File: src/rtl/bz_scanout.sv
// bz_scanout
// ----------
// Raster scan-out stage that sits behind the VGA timing generator.
// Each active 640x480 coordinate is halved (2x pixel and line doubling) into
// a read of a double-buffered 320x240 4-bit intensity framebuffer. The
// returned intensity is coloured red for the top RED_ROWS source lines and
// green below. The sync/enable/blank sideband is delayed so that it stays
// aligned with the RGB output. The block also owns the vblank-synchronised
// bank swap handshake with the vector rasteriser.
//
// Ports
//   clk, rst            clock, asynchronous active-high reset
//   pix_ce              one-clk pixel strobe; timing inputs are valid with it
//   row, col            active coordinate from the timing generator
//   Hsync, Vsync        active-low sync pulses
//   en_r                active-video indicator
//   hBlank, vBlank      blanking indicators
//   fb_rd, fb_addr      framebuffer read strobe and address (within bank)
//   fb_sel              bank currently being displayed
//   fb_data             read data, valid one clk after fb_rd
//   swap_req, swap_ack  bank swap request level / one-clk acknowledge
//   vga_r/g/b           colour output
//   vga_hs/vs/de/hblank/vblank  sideband aligned with the colour output
//
// Timing: fb_rd/fb_addr are driven in the same clk as the pix_ce strobe so
// that the read data arrives before the next non-strobe edge. The data is
// captured on that edge and coloured on the following pix_ce, which keeps the
// colour path in step with the two-deep sideband pipeline.
module bz_scanout #(
    parameter int FB_W     = 320,
    parameter int FB_H     = 240,
    parameter int ADDR_W   = 17,
    parameter int RED_ROWS = 60
) (
    input  logic              clk,
    input  logic              rst,
    input  logic              pix_ce,
    input  logic [8:0]        row,
    input  logic [9:0]        col,
    input  logic              Hsync,
    input  logic              Vsync,
    input  logic              en_r,
    input  logic              hBlank,
    input  logic              vBlank,
    output logic              fb_rd,
    output logic [ADDR_W-1:0] fb_addr,
    output logic              fb_sel,
    input  logic [3:0]        fb_data,
    input  logic              swap_req,
    output logic              swap_ack,
    output logic [3:0]        vga_r,
    output logic [3:0]        vga_g,
    output logic [3:0]        vga_b,
    output logic              vga_hs,
    output logic              vga_vs,
    output logic              vga_de,
    output logic              vga_hblank,
    output logic              vga_vblank
);

    // Swap FSM encoding
    localparam logic [1:0] ST_IDLE = 2'd0;
    localparam logic [1:0] ST_PEND = 2'd1;
    localparam logic [1:0] ST_ACK  = 2'd2;

    localparam logic [31:0] FB_W_BITS = 32'(FB_W);

    // Row base address sy*FB_W built from shifted copies of sy, one per set
    // bit of FB_W (sy*256 + sy*64 for the default width), so no multiplier.
    function automatic logic [ADDR_W-1:0] row_base(input logic [7:0] y);
        logic [ADDR_W-1:0] acc;
        logic [ADDR_W-1:0] ext;
        acc = '0;
        ext = ADDR_W'(y);
        for (int i = 0; i < ADDR_W; i++) begin
            if (FB_W_BITS[i]) begin
                acc = acc + (ext << i);
            end else begin
                acc = acc;
            end
        end
        return acc;
    endfunction

    // ------------------------------------------------------------------
    // Stage 0: address generation
    // ------------------------------------------------------------------
    logic [7:0]        sy_s;
    logic [8:0]        sx_s;
    logic [ADDR_W-1:0] addr_calc_s;
    logic              in_range_s;
    logic              red_s;
    logic              rd_s;
    logic              unused_lsb_s;

    logic [ADDR_W-1:0] addr_hold_r;
    logic              rd_d1_r;
    logic              red_d1_r;

    assign sy_s         = row[8:1];
    assign sx_s         = col[9:1];
    // Row/column LSBs only select the duplicated screen pixel.
    assign unused_lsb_s = row[0] ^ col[0];
    assign addr_calc_s  = row_base(sy_s) + ADDR_W'(sx_s);
    // Out-of-framebuffer coordinates never issue a read.
    assign in_range_s   = (32'(sy_s) < 32'(FB_H)) && (32'(sx_s) < 32'(FB_W));
    assign red_s        = (32'(sy_s) < 32'(RED_ROWS));
    // rst gates the strobe so the read port is quiet the moment reset asserts.
    assign rd_s         = pix_ce & en_r & in_range_s & ~rst;

    assign fb_rd   = rd_s;
    assign fb_addr = rd_s ? addr_calc_s : addr_hold_r;

    // Hold the last issued address and track the read in flight.
    always_ff @(posedge clk or posedge rst) begin
        if (rst) begin
            addr_hold_r <= '0;
            rd_d1_r     <= 1'b0;
            red_d1_r    <= 1'b0;
        end else begin
            rd_d1_r <= rd_s;
            if (rd_s) begin
                addr_hold_r <= addr_calc_s;
                red_d1_r    <= red_s;
            end else begin
                addr_hold_r <= addr_hold_r;
                red_d1_r    <= red_d1_r;
            end
        end
    end

    // ------------------------------------------------------------------
    // Capture: the read data is valid the clk after the strobe
    // ------------------------------------------------------------------
    logic [3:0] pix_i_r;
    logic       red_i_r;

    // Latch returned intensity and its colour band.
    always_ff @(posedge clk or posedge rst) begin
        if (rst) begin
            pix_i_r <= 4'h0;
            red_i_r <= 1'b0;
        end else if (rd_d1_r) begin
            pix_i_r <= fb_data;
            red_i_r <= red_d1_r;
        end else begin
            pix_i_r <= pix_i_r;
            red_i_r <= red_i_r;
        end
    end

    // ------------------------------------------------------------------
    // Sideband stage 1 (stage 2 is the output register set)
    // ------------------------------------------------------------------
    logic hs_d1_r;
    logic vs_d1_r;
    logic de_d1_r;
    logic hb_d1_r;
    logic vb_d1_r;

    // First sideband delay, advanced on the pixel strobe only.
    always_ff @(posedge clk or posedge rst) begin
        if (rst) begin
            hs_d1_r <= 1'b1;
            vs_d1_r <= 1'b1;
            de_d1_r <= 1'b0;
            hb_d1_r <= 1'b1;
            vb_d1_r <= 1'b1;
        end else if (pix_ce) begin
            hs_d1_r <= Hsync;
            vs_d1_r <= Vsync;
            de_d1_r <= en_r;
            hb_d1_r <= hBlank;
            vb_d1_r <= vBlank;
        end else begin
            hs_d1_r <= hs_d1_r;
            vs_d1_r <= vs_d1_r;
            de_d1_r <= de_d1_r;
            hb_d1_r <= hb_d1_r;
            vb_d1_r <= vb_d1_r;
        end
    end

    // ------------------------------------------------------------------
    // Stage 1: colourise
    // ------------------------------------------------------------------
    logic [3:0] r_s;
    logic [3:0] g_s;

    // Red band or green band; black whenever the delayed enable is low.
    always_comb begin
        r_s = 4'h0;
        g_s = 4'h0;
        case ({de_d1_r, red_i_r})
            2'b11:   r_s = pix_i_r;
            2'b10:   g_s = pix_i_r;
            default: begin
                r_s = 4'h0;
                g_s = 4'h0;
            end
        endcase
    end

    // Output registers: colour and second sideband delay.
    always_ff @(posedge clk or posedge rst) begin
        if (rst) begin
            vga_r      <= 4'h0;
            vga_g      <= 4'h0;
            vga_b      <= 4'h0;
            vga_hs     <= 1'b1;
            vga_vs     <= 1'b1;
            vga_de     <= 1'b0;
            vga_hblank <= 1'b1;
            vga_vblank <= 1'b1;
        end else if (pix_ce) begin
            vga_r      <= r_s;
            vga_g      <= g_s;
            vga_b      <= 4'h0;
            vga_hs     <= hs_d1_r;
            vga_vs     <= vs_d1_r;
            vga_de     <= de_d1_r;
            vga_hblank <= hb_d1_r;
            vga_vblank <= vb_d1_r;
        end else begin
            vga_r      <= vga_r;
            vga_g      <= vga_g;
            vga_b      <= vga_b;
            vga_hs     <= vga_hs;
            vga_vs     <= vga_vs;
            vga_de     <= vga_de;
            vga_hblank <= vga_hblank;
            vga_vblank <= vga_vblank;
        end
    end

    // ------------------------------------------------------------------
    // Swap handshake
    // ------------------------------------------------------------------
    logic [1:0] state_r;
    logic [1:0] state_n_s;
    logic       toggle_s;
    logic       vb_rise_s;
    logic       fb_sel_r;
    logic       swap_ack_r;

    // vb_d1_r holds the previous strobe's vBlank, so this is the 0->1 edge.
    assign vb_rise_s = pix_ce & vBlank & ~vb_d1_r;

    // Next-state logic; ACK must see swap_req drop before another swap.
    always_comb begin
        state_n_s = state_r;
        toggle_s  = 1'b0;
        case (state_r)
            ST_IDLE: begin
                if (swap_req) begin
                    state_n_s = ST_PEND;
                end else begin
                    state_n_s = ST_IDLE;
                end
            end
            ST_PEND: begin
                if (!swap_req) begin
                    state_n_s = ST_IDLE;
                end else if (vb_rise_s) begin
                    state_n_s = ST_ACK;
                    toggle_s  = 1'b1;
                end else begin
                    state_n_s = ST_PEND;
                end
            end
            ST_ACK: begin
                if (!swap_req) begin
                    state_n_s = ST_IDLE;
                end else begin
                    state_n_s = ST_ACK;
                end
            end
            default: begin
                state_n_s = ST_IDLE;
                toggle_s  = 1'b0;
            end
        endcase
    end

    // FSM state, bank select and single-clk acknowledge.
    always_ff @(posedge clk or posedge rst) begin
        if (rst) begin
            state_r    <= ST_IDLE;
            fb_sel_r   <= 1'b0;
            swap_ack_r <= 1'b0;
        end else begin
            state_r    <= state_n_s;
            swap_ack_r <= toggle_s;
            if (toggle_s) begin
                fb_sel_r <= ~fb_sel_r;
            end else begin
                fb_sel_r <= fb_sel_r;
            end
        end
    end

    assign fb_sel   = fb_sel_r;
    assign swap_ack = swap_ack_r;

endmodule

File: config.mk
export PLATFORM = sky130hd
export DESIGN_NAME = bz_scanout
export DESIGN_NICKNAME = d
export VERILOG_FILES = /design/src/rtl/bz_scanout.sv
export SDC_FILE = /design/constraint.sdc
export NUM_CORES = 1
export LEC_CHECK = 0
export BUFFER_PORTS_ARGS = -buffer_cell sky130_fd_sc_hd__buf_2
export CORE_UTILIZATION = 38
export CTS_CLUSTER_SIZE = 16
export DETAILED_ROUTE_END_ITERATION = 16
export MAX_ROUTING_LAYER = met4
export PLACE_DENSITY = 0.6
export SLEW_MARGIN = 10
export SYNTH_ARGS = -nofsm -noshare
export SYNTH_HDL_FRONTEND = slang
export SYNTH_SLANG_ARGS = --single-unit
File: constraint.sdc
create_clock -name clk -period 8.02 [get_ports clk]
set_input_delay 1.604 -clock clk [delete_from_list [all_inputs] [get_ports clk]]
set_output_delay 1.604 -clock clk [all_outputs]
set_load 0.01 [all_outputs]
==> flow_summary_export.csv, run 1 <==
group,metric,value,unit
route,first_pass_iters,4,
synth,ys_types,44,
critical_path,r2r_cells,3,
worst_hold_path,hold_path_class,"reg -> reg",
worst_hold_path,hold_depth,2,
sta,finalSetupViolCount,0,
power_and_ir_drop,p_leak,1.41,nW
floorplanning,die_h,79.5,um
critical_path,crit_cells,10,
floorplanning,die_area,6320,um2
clock_tree,clkTransAtPathRegs,0.08,ns
placed_design,place.detailed.hpwl,3170,um
sta,holdWs,0.472,ns
route,drt-initial-drc-count,56,
synth,synth_common_cells,"nand2_1, dfrtp_1, inv_1",
clock_tree,cts_buffers,5,
sta,fin_crit_sh,67.9,%
job,drv_cap,0,
sta,worstMarginPinSlew,0.942,ns
clock_tree,cts_tree,"built",
critical_path,cp.buffers_inverters,4,
final_layout,antennaDiodeCount,0,
grt,track_usage,15.4,%
sta,hold_viol_final,0,
power_and_ir_drop,finalPower,581,uW
critical_path,startpoint_type,"input port",
synth,yosys.area.top_type_share,41.7,%
final_layout,syn_to_final_growth,18.5,%
clock_tree,cts_buffer_depth,2,
clock_tree,root_buffer,"clkbuf_8",
clock_tree,clk-insertion-delay-late,0.29,ns
critical_path,slowest_delay,0.53,ns
grt,grt_max_degree,47,
route,viasPerCell,4.83,
critical_path,arrival,3.84,ns
critical_path,path_delay_family,"adder cells",
clock_tree,cts.sinks,46,
sta,period_minus_slack,5.45,ns
synth,synth_most_common_cell,"nand2_1",
synth,postSynthAreaPerCell,10.8,um2
synth,syn_area,2280,um2
sta,rsz0062_at_grt,"false",
critical_path,crit_slowest_cell,"fa_1",
critical_path,worstPathCellList,"buf_2, inv_1, fa_1, inv_1, ha_1, a211oi_1, o21a_1, or4b_1, a31oi_1, buf_2",
synth,ys.flop_type,"dfrtp_1",
route,drt_wl_total,4290,um
placed_design,portBuffers,62,
placed_design,place.gp.congestion,0.813,
clock_tree,postCtsResizedCells,0,
synth,ys_seq_area_share,50.9,%
status,status,"complete, no violations",
synth,synth_top_cell_by_area,"dfrtp_1",
clock_tree,cts_htree_levels,2,
synth,synth-edff-count,0,
sta,max_clock_freq,0.184,GHz
power_and_ir_drop,irDropWorstVdd,73.8,uV
sta,layout_setup_ws,2.57,ns
grt,grt_pass1_wl,7300,um
route,remaining_drc_errors,0,
route,drtAntennaViolNets,0,
power_and_ir_drop,power.density,215,nW/um2
sta,drv_slew,0,
grt,grt_pass1_vias,1550,
grt,grt_overflow_total,0,
clock_tree,post_cts_buffers,0,
floorplanning,die_w,79.5,um
critical_path,required,6.42,ns
route,via_count,1661,
critical_path,path_class,"in -> out",
synth,synthArstFlopShare,100,%
sta,clock_skew,0.00282,ns
route,wl_per_cell,12.5,um
sta,relSlewSlack,37.1,%
placed_design,pre_cts_slack,2.54,ns
floorplanning,coreArea,5640,um2
floorplanning,io_pins,69,
grt,antenna_found_initial,0,
synth,yosys_register_bits,46,
critical_path,end_kind,"output port",
final_layout,nets,321,
floorplanning,start_util,40.4,%
clock_tree,hold_buffers,0,
sta,fin_tns_setup,0,ns
synth,ys_top_cells_by_area,"dfrtp_1, dfstp_2, ha_1",
final_layout,layout-drive-gt1-share,30.5,%
synth,synth_warnings,0,
floorplanning,rows,27,
synth,syn_inst,211,
critical_path,cp_max_fo,3,
state kept, by name, indices dropped and copies added (netlist names), 2 cells and up:
register / cells
vga_r: 4
state_r: 2
addr_hold_r: 17
pix_i_r: 4
vga_g: 4
routing by layer:
| metal | wire length (um) | part of all wire [%] | up-vias | global-route usage, % |
|---|---|---|---|---|
| li1 | - | - | 841 | - |
| met1 | 2120 | 49 | 767 | 20.8 |
| met2 | 1880 | 44 | 47 | 22.6 |
| met3 | 222 | 5.2 | 6 | 3.20 |
| met4 | 72 | 1.7 | 0 | 6.00 |
| met5 | 0 | 0 | - | - |
layout by cell type (no fill, tap or decap), types with 2 or more instances in the layout:
cell	n
a211o_1	3
a211oi_1	2
a21o_1	3
a21oi_1	6
and4_1	2
buf_2	62
clkbuf_8	5
clkinv_2	2
conb_1	4
dfrtp_1	38
dfstp_2	8
fa_1	2
ha_1	15
inv_1	15
inv_2	2
mux2_1	13
mux2_2	2
mux2i_1	2
nand2_1	42
nand3_1	4
nand4_1	2
nor2_1	2
o21a_1	3
o21ai_0	3
o21ai_1	4
o22ai_1	8
xnor2_1	2
worst min-delay path: cells and delay by family (launching register included):
family	cells	cell delay, ns
flops	1	0.33
simple gates	2	0.11
cell type report:
type / instances / area (um2)
inverter: 17 / 63.8
fill: 542 / 2940
multi-input combinational: 140 / 1000
clock buffer: 5 / 68.8
tap: 72 / 90.1
sequential: 46 / 1160
timing repair buffer: 62 / 310
clock inverter: 2 / 10.0
cell families (layout without fill, tap and decap cells):
group | Yosys count | count (layout) | synth area share [%]
AOI/OAI and AO/OA | 37 | 37 | 11.1
buffers and inverters | 28 | 86 | 5.76
other | 1 | 4 | 0.164
muxes | 17 | 17 | 8.28
and+or+nand+nor | 62 | 62 | 12.7
DFF | 46 | 46 | 50.9
xor gates and xnor gates | 3 | 3 | 1.15
adders and majority gates | 17 | 17 | 9.98
stage by stage:
step | std cells | area, um2 | util (%)
after CTS | 344 | 2700 | 47.9
after global placement | 337 | 2630 | 46.5
final | 344 | 2700 | 47.9
after floorplan | 214 | 2290 | -
after global routing | 344 | 2700 | 47.9
after detailed placement | 337 | 2630 | 46.5
path summary, 6_finish.rpt:
kind	to	start	slack, ns
max in group asynchronous	addr_hold_r[16]	rst	5.91
hold reg to reg	addr_hold_r[1]	addr_hold_r[1]	0.47
setup reg to reg	fb_sel	vb_d1_r	6.83
setup / recovery	fb_addr[16]	row[1]	2.57
min in group asynchronous	vga_g[0]	rst	1.53
hold / removal	addr_hold_r[1]	addr_hold_r[1]	0.47
where the power goes:
part / switching [mW] / internal [mW] / leakage [nW]
Combinational: 0.0883 / 0.0676 / 0.796
Sequential: 0.0169 / 0.278 / 0.569
Clock: 0.0719 / 0.0586 / 0.0438
Total: 0.177 / 0.404 / 1.41
No activity file was read; power rests on OpenSTA's default activity.
==> run 2: changes to the inputs <==
ABC_AREA = 1   (was unset)
PLACE_DENSITY = 0.62   (was 0.6)
clock period = 4.9 ns   (was 8.02 ns; I/O delays follow)
==> flow_summary_export.csv, run 2 <==
group,metric,value,unit
clock_tree,cts_htree_levels,2,
grt,track_usage,15.2,%
floorplanning,die_area,6380,um2
worst_hold_path,hold_path_class,"reg -> reg",
final_layout,antennaDiodeCount,0,
floorplanning,io_pins,69,
placed_design,portBuffers,62,
critical_path,crit_slowest_cell,"fa_1",
critical_path,r2r_cells,5,
grt,grt_overflow_total,0,
final_layout,instances_no_fill,406,
power_and_ir_drop,irDropWorstVdd,178,uV
sta,finalSetupViolCount,0,
final_layout,nets,379,
clock_tree,clk-insertion-delay-late,0.29,ns
placed_design,place.gp.congestion,0.822,
synth,ys.flop_type,"dfrtp_1",
route,drt-initial-drc-count,55,
route,drtAntennaViolNets,0,
floorplanning,die_h,79.9,um
synth,synth-edff-count,0,
clock_tree,postCtsResizedCells,0,
clock_tree,hold_buffers,0,
critical_path,path_delay_family,"adder cells",
placed_design,dp_cells,398,
grt,grt_pass1_wl,7370,um
critical_path,path_class,"in -> out",
critical_path,slowest_delay,0.53,ns
final_layout,nFillCells,612,
synth,postSynthAreaPerCell,8.63,um2
critical_path,cp.buffers_inverters,4,
synth,synth_most_common_cell,"nand2_1",
synth,syn_inst,267,
job,drv_cap,0,
route,wl_per_cell,10.9,um
critical_path,startpoint_type,"input port",
floorplanning,die_w,79.9,um
floorplanning,coreArea,5890,um2
sta,fin_tns_setup,0,ns
worst_hold_path,hold_depth,1,
grt,use_met1,17.9,%
status,status,"complete, no violations",
critical_path,timing.critical_path.mode_cell,"nand2_1",
grt,grt_pass1_vias,1662,
sta,fin_crit_sh,78.0,%
sta,hold_viol_final,0,
sta,rsz0062_at_grt,"false",
synth,ys_types,28,
route,viasPerCell,4.54,
worst_hold_path,hp-start,"state_r[1]",
final_layout,syn_to_final_growth,20.2,%
synth,yosys_register_bits,46,
synth,ys_top_cells_by_area,"dfrtp_1, nand2_1, dfstp_2",
grt,top_usage_layer,"met2",
synth,synth_top_cell_by_area,"dfrtp_1",
sta,period_minus_slack,3.82,ns
synth,synthArstFlopShare,100,%
clock_tree,clkTransAtPathRegs,0.08,ns
critical_path,end_kind,"output port",
floorplanning,rows,28,
sta,relSlewSlack,37.6,%
synth,synth_warnings,0,
clock_tree,root_buffer,"clkbuf_8",
sta,drv_slew,0,
route,first_pass_iters,4,
clock_tree,post_cts_buffers,0,
clock_tree,cts.sinks,46,
final_layout,layout_commonest_cell,"nand2_1",
synth,syn_area,2300,um2
critical_path,r2r_slack,3.86,ns
synth,ys_seq_area_share,50.4,%
critical_path,required,3.92,ns
grt,antenna_found_initial,0,
final_layout,regMostFlops,"addr_hold_r",
critical_path,r2r-end,"fb_sel",
route,via_count,1844,
final_layout,mostFrequentLayoutCells,"nand2_1, buf_2, dfrtp_1",
final_layout,largest_reg_flops,17,
sta,clock_skew,0.00217,ns
final_layout,layout-drive-gt1-share,26.0,%
power_and_ir_drop,p_leak,1.56,nW
route,remaining_drc_errors,0,
critical_path,arrival,2.84,ns
route,drt_wl_total,4420,um
placed_design,place.detailed.hpwl,3300,um
critical_path,cp_max_fo,3,
clock_tree,cts_buffer_depth,2,
clock_tree,cts_buffers,5,
power_and_ir_drop,power.density,363,nW/um2
synth,synth_common_cells,"nand2_1, dfrtp_1, inv_1",
grt,grt.met2_usage,25.7,%
worst_hold_path,min_to,"state_r[0]",
sta,max_clock_freq,0.262,GHz
critical_path,regToRegStartpoint,"vb_d1_r",
clock_tree,cts_tree,"built",
floorplanning,start_util,39.2,%
grt,grt_max_degree,47,
sta,worstMarginPinSlew,0.935,ns
grt,met3_usage,4.00,%
critical_path,worstPathCellList,"buf_2, inv_1, fa_1, inv_1, fa_1, nand2_1, nand2_1, nand3_1, nand2_1, nand2_1, nand3_1, nand2_1, buf_2",
synth,yosys.area.top_type_share,41.3,%
run 2: cell count changes after synthesis, sizes merged, moves of 4 or more:
cell   delta
a21oi     -4
inv       +9
nand3    +10
o21ai    +10
nand2    +66
o22ai     -8
nor2      +6
mux2     -11
run 2: cell type report:
cell class                      instances  area [um2]  share of cell area [%]
Tap cell                               75        93.8                    3.39
Clock buffer                            6        72.6                    2.62
Inverter                               27         101                    3.66
Sequential cell                        46        1160                    41.9
Multi-Input combinational cell        188         993                    35.9
Timing Repair Buffer                   62         310                    11.2
Clock inverter                          2        37.5                    1.36
run 2: cell families after synthesis:
| group | after synthesis | share of synthesized area, % |
|---|---|---|
| and+or+nand+nor | 138 | 24.3 |
| DFF | 46 | 50.4 |
| buffers and inverters | 36 | 7.00 |
| AOI/OAI and AO/OA | 21 | 4.78 |
| adders and majority gates | 17 | 9.88 |
| xor gates and xnor gates | 4 | 1.52 |
| muxes | 4 | 1.95 |
| other | 1 | 0.163 |
run 2: worst reg2reg max path: stages (launching register included):
cell	delay [ns]
dfstp_2	0.37
inv_1	0.07
nand2_1	0.05
nor2_1	0.13
nand3_1	0.15
xnor2_1	0.16
run 2: routing by layer:
layer	wire [um]	up-vias
li1	-	960
met1	2050	830
met2	2080	49
met3	243	5
met4	46	0
met5	0	-
run 2: worst max-delay path by stage:
stage | cells after the start | start | slack, ns | to
after global routing | 13 | row[1] | 0.92 | fb_addr[13]
after CTS | 13 | row[1] | 1.06 | fb_addr[13]
after floorplan | 11 | row[1] | 1.37 | fb_addr[15]
after global placement | 13 | row[1] | 1.07 | fb_addr[15]
after detailed placement | 13 | row[1] | 1.05 | fb_addr[13]
final | 13 | row[1] | 1.08 | fb_addr[15]
run 2: report_power, final:
group | internal (mW) | switching (mW) | total [mW]
combinational | 0.104 | 0.145 | 0.249
sequential | 0.450 | 0.0259 | 0.476
clock | 0.152 | 0.128 | 0.280
run 2: stage by stage:
stage	total power [mW]	utilization (%)	setup slack, ns	area (um2)	hold WS (ns)
CTS	1.02	47.1	1.06	2770	0.453
detailed placement	0.736	45.2	1.05	2660	0.440
global placement	0.730	45.2	1.07	2660	0.427
global route	1.08	47.1	0.924	2770	0.467
floorplan	0.644	-	1.37	2320	0.410
finish	1.00	47.1	1.08	2770	0.452
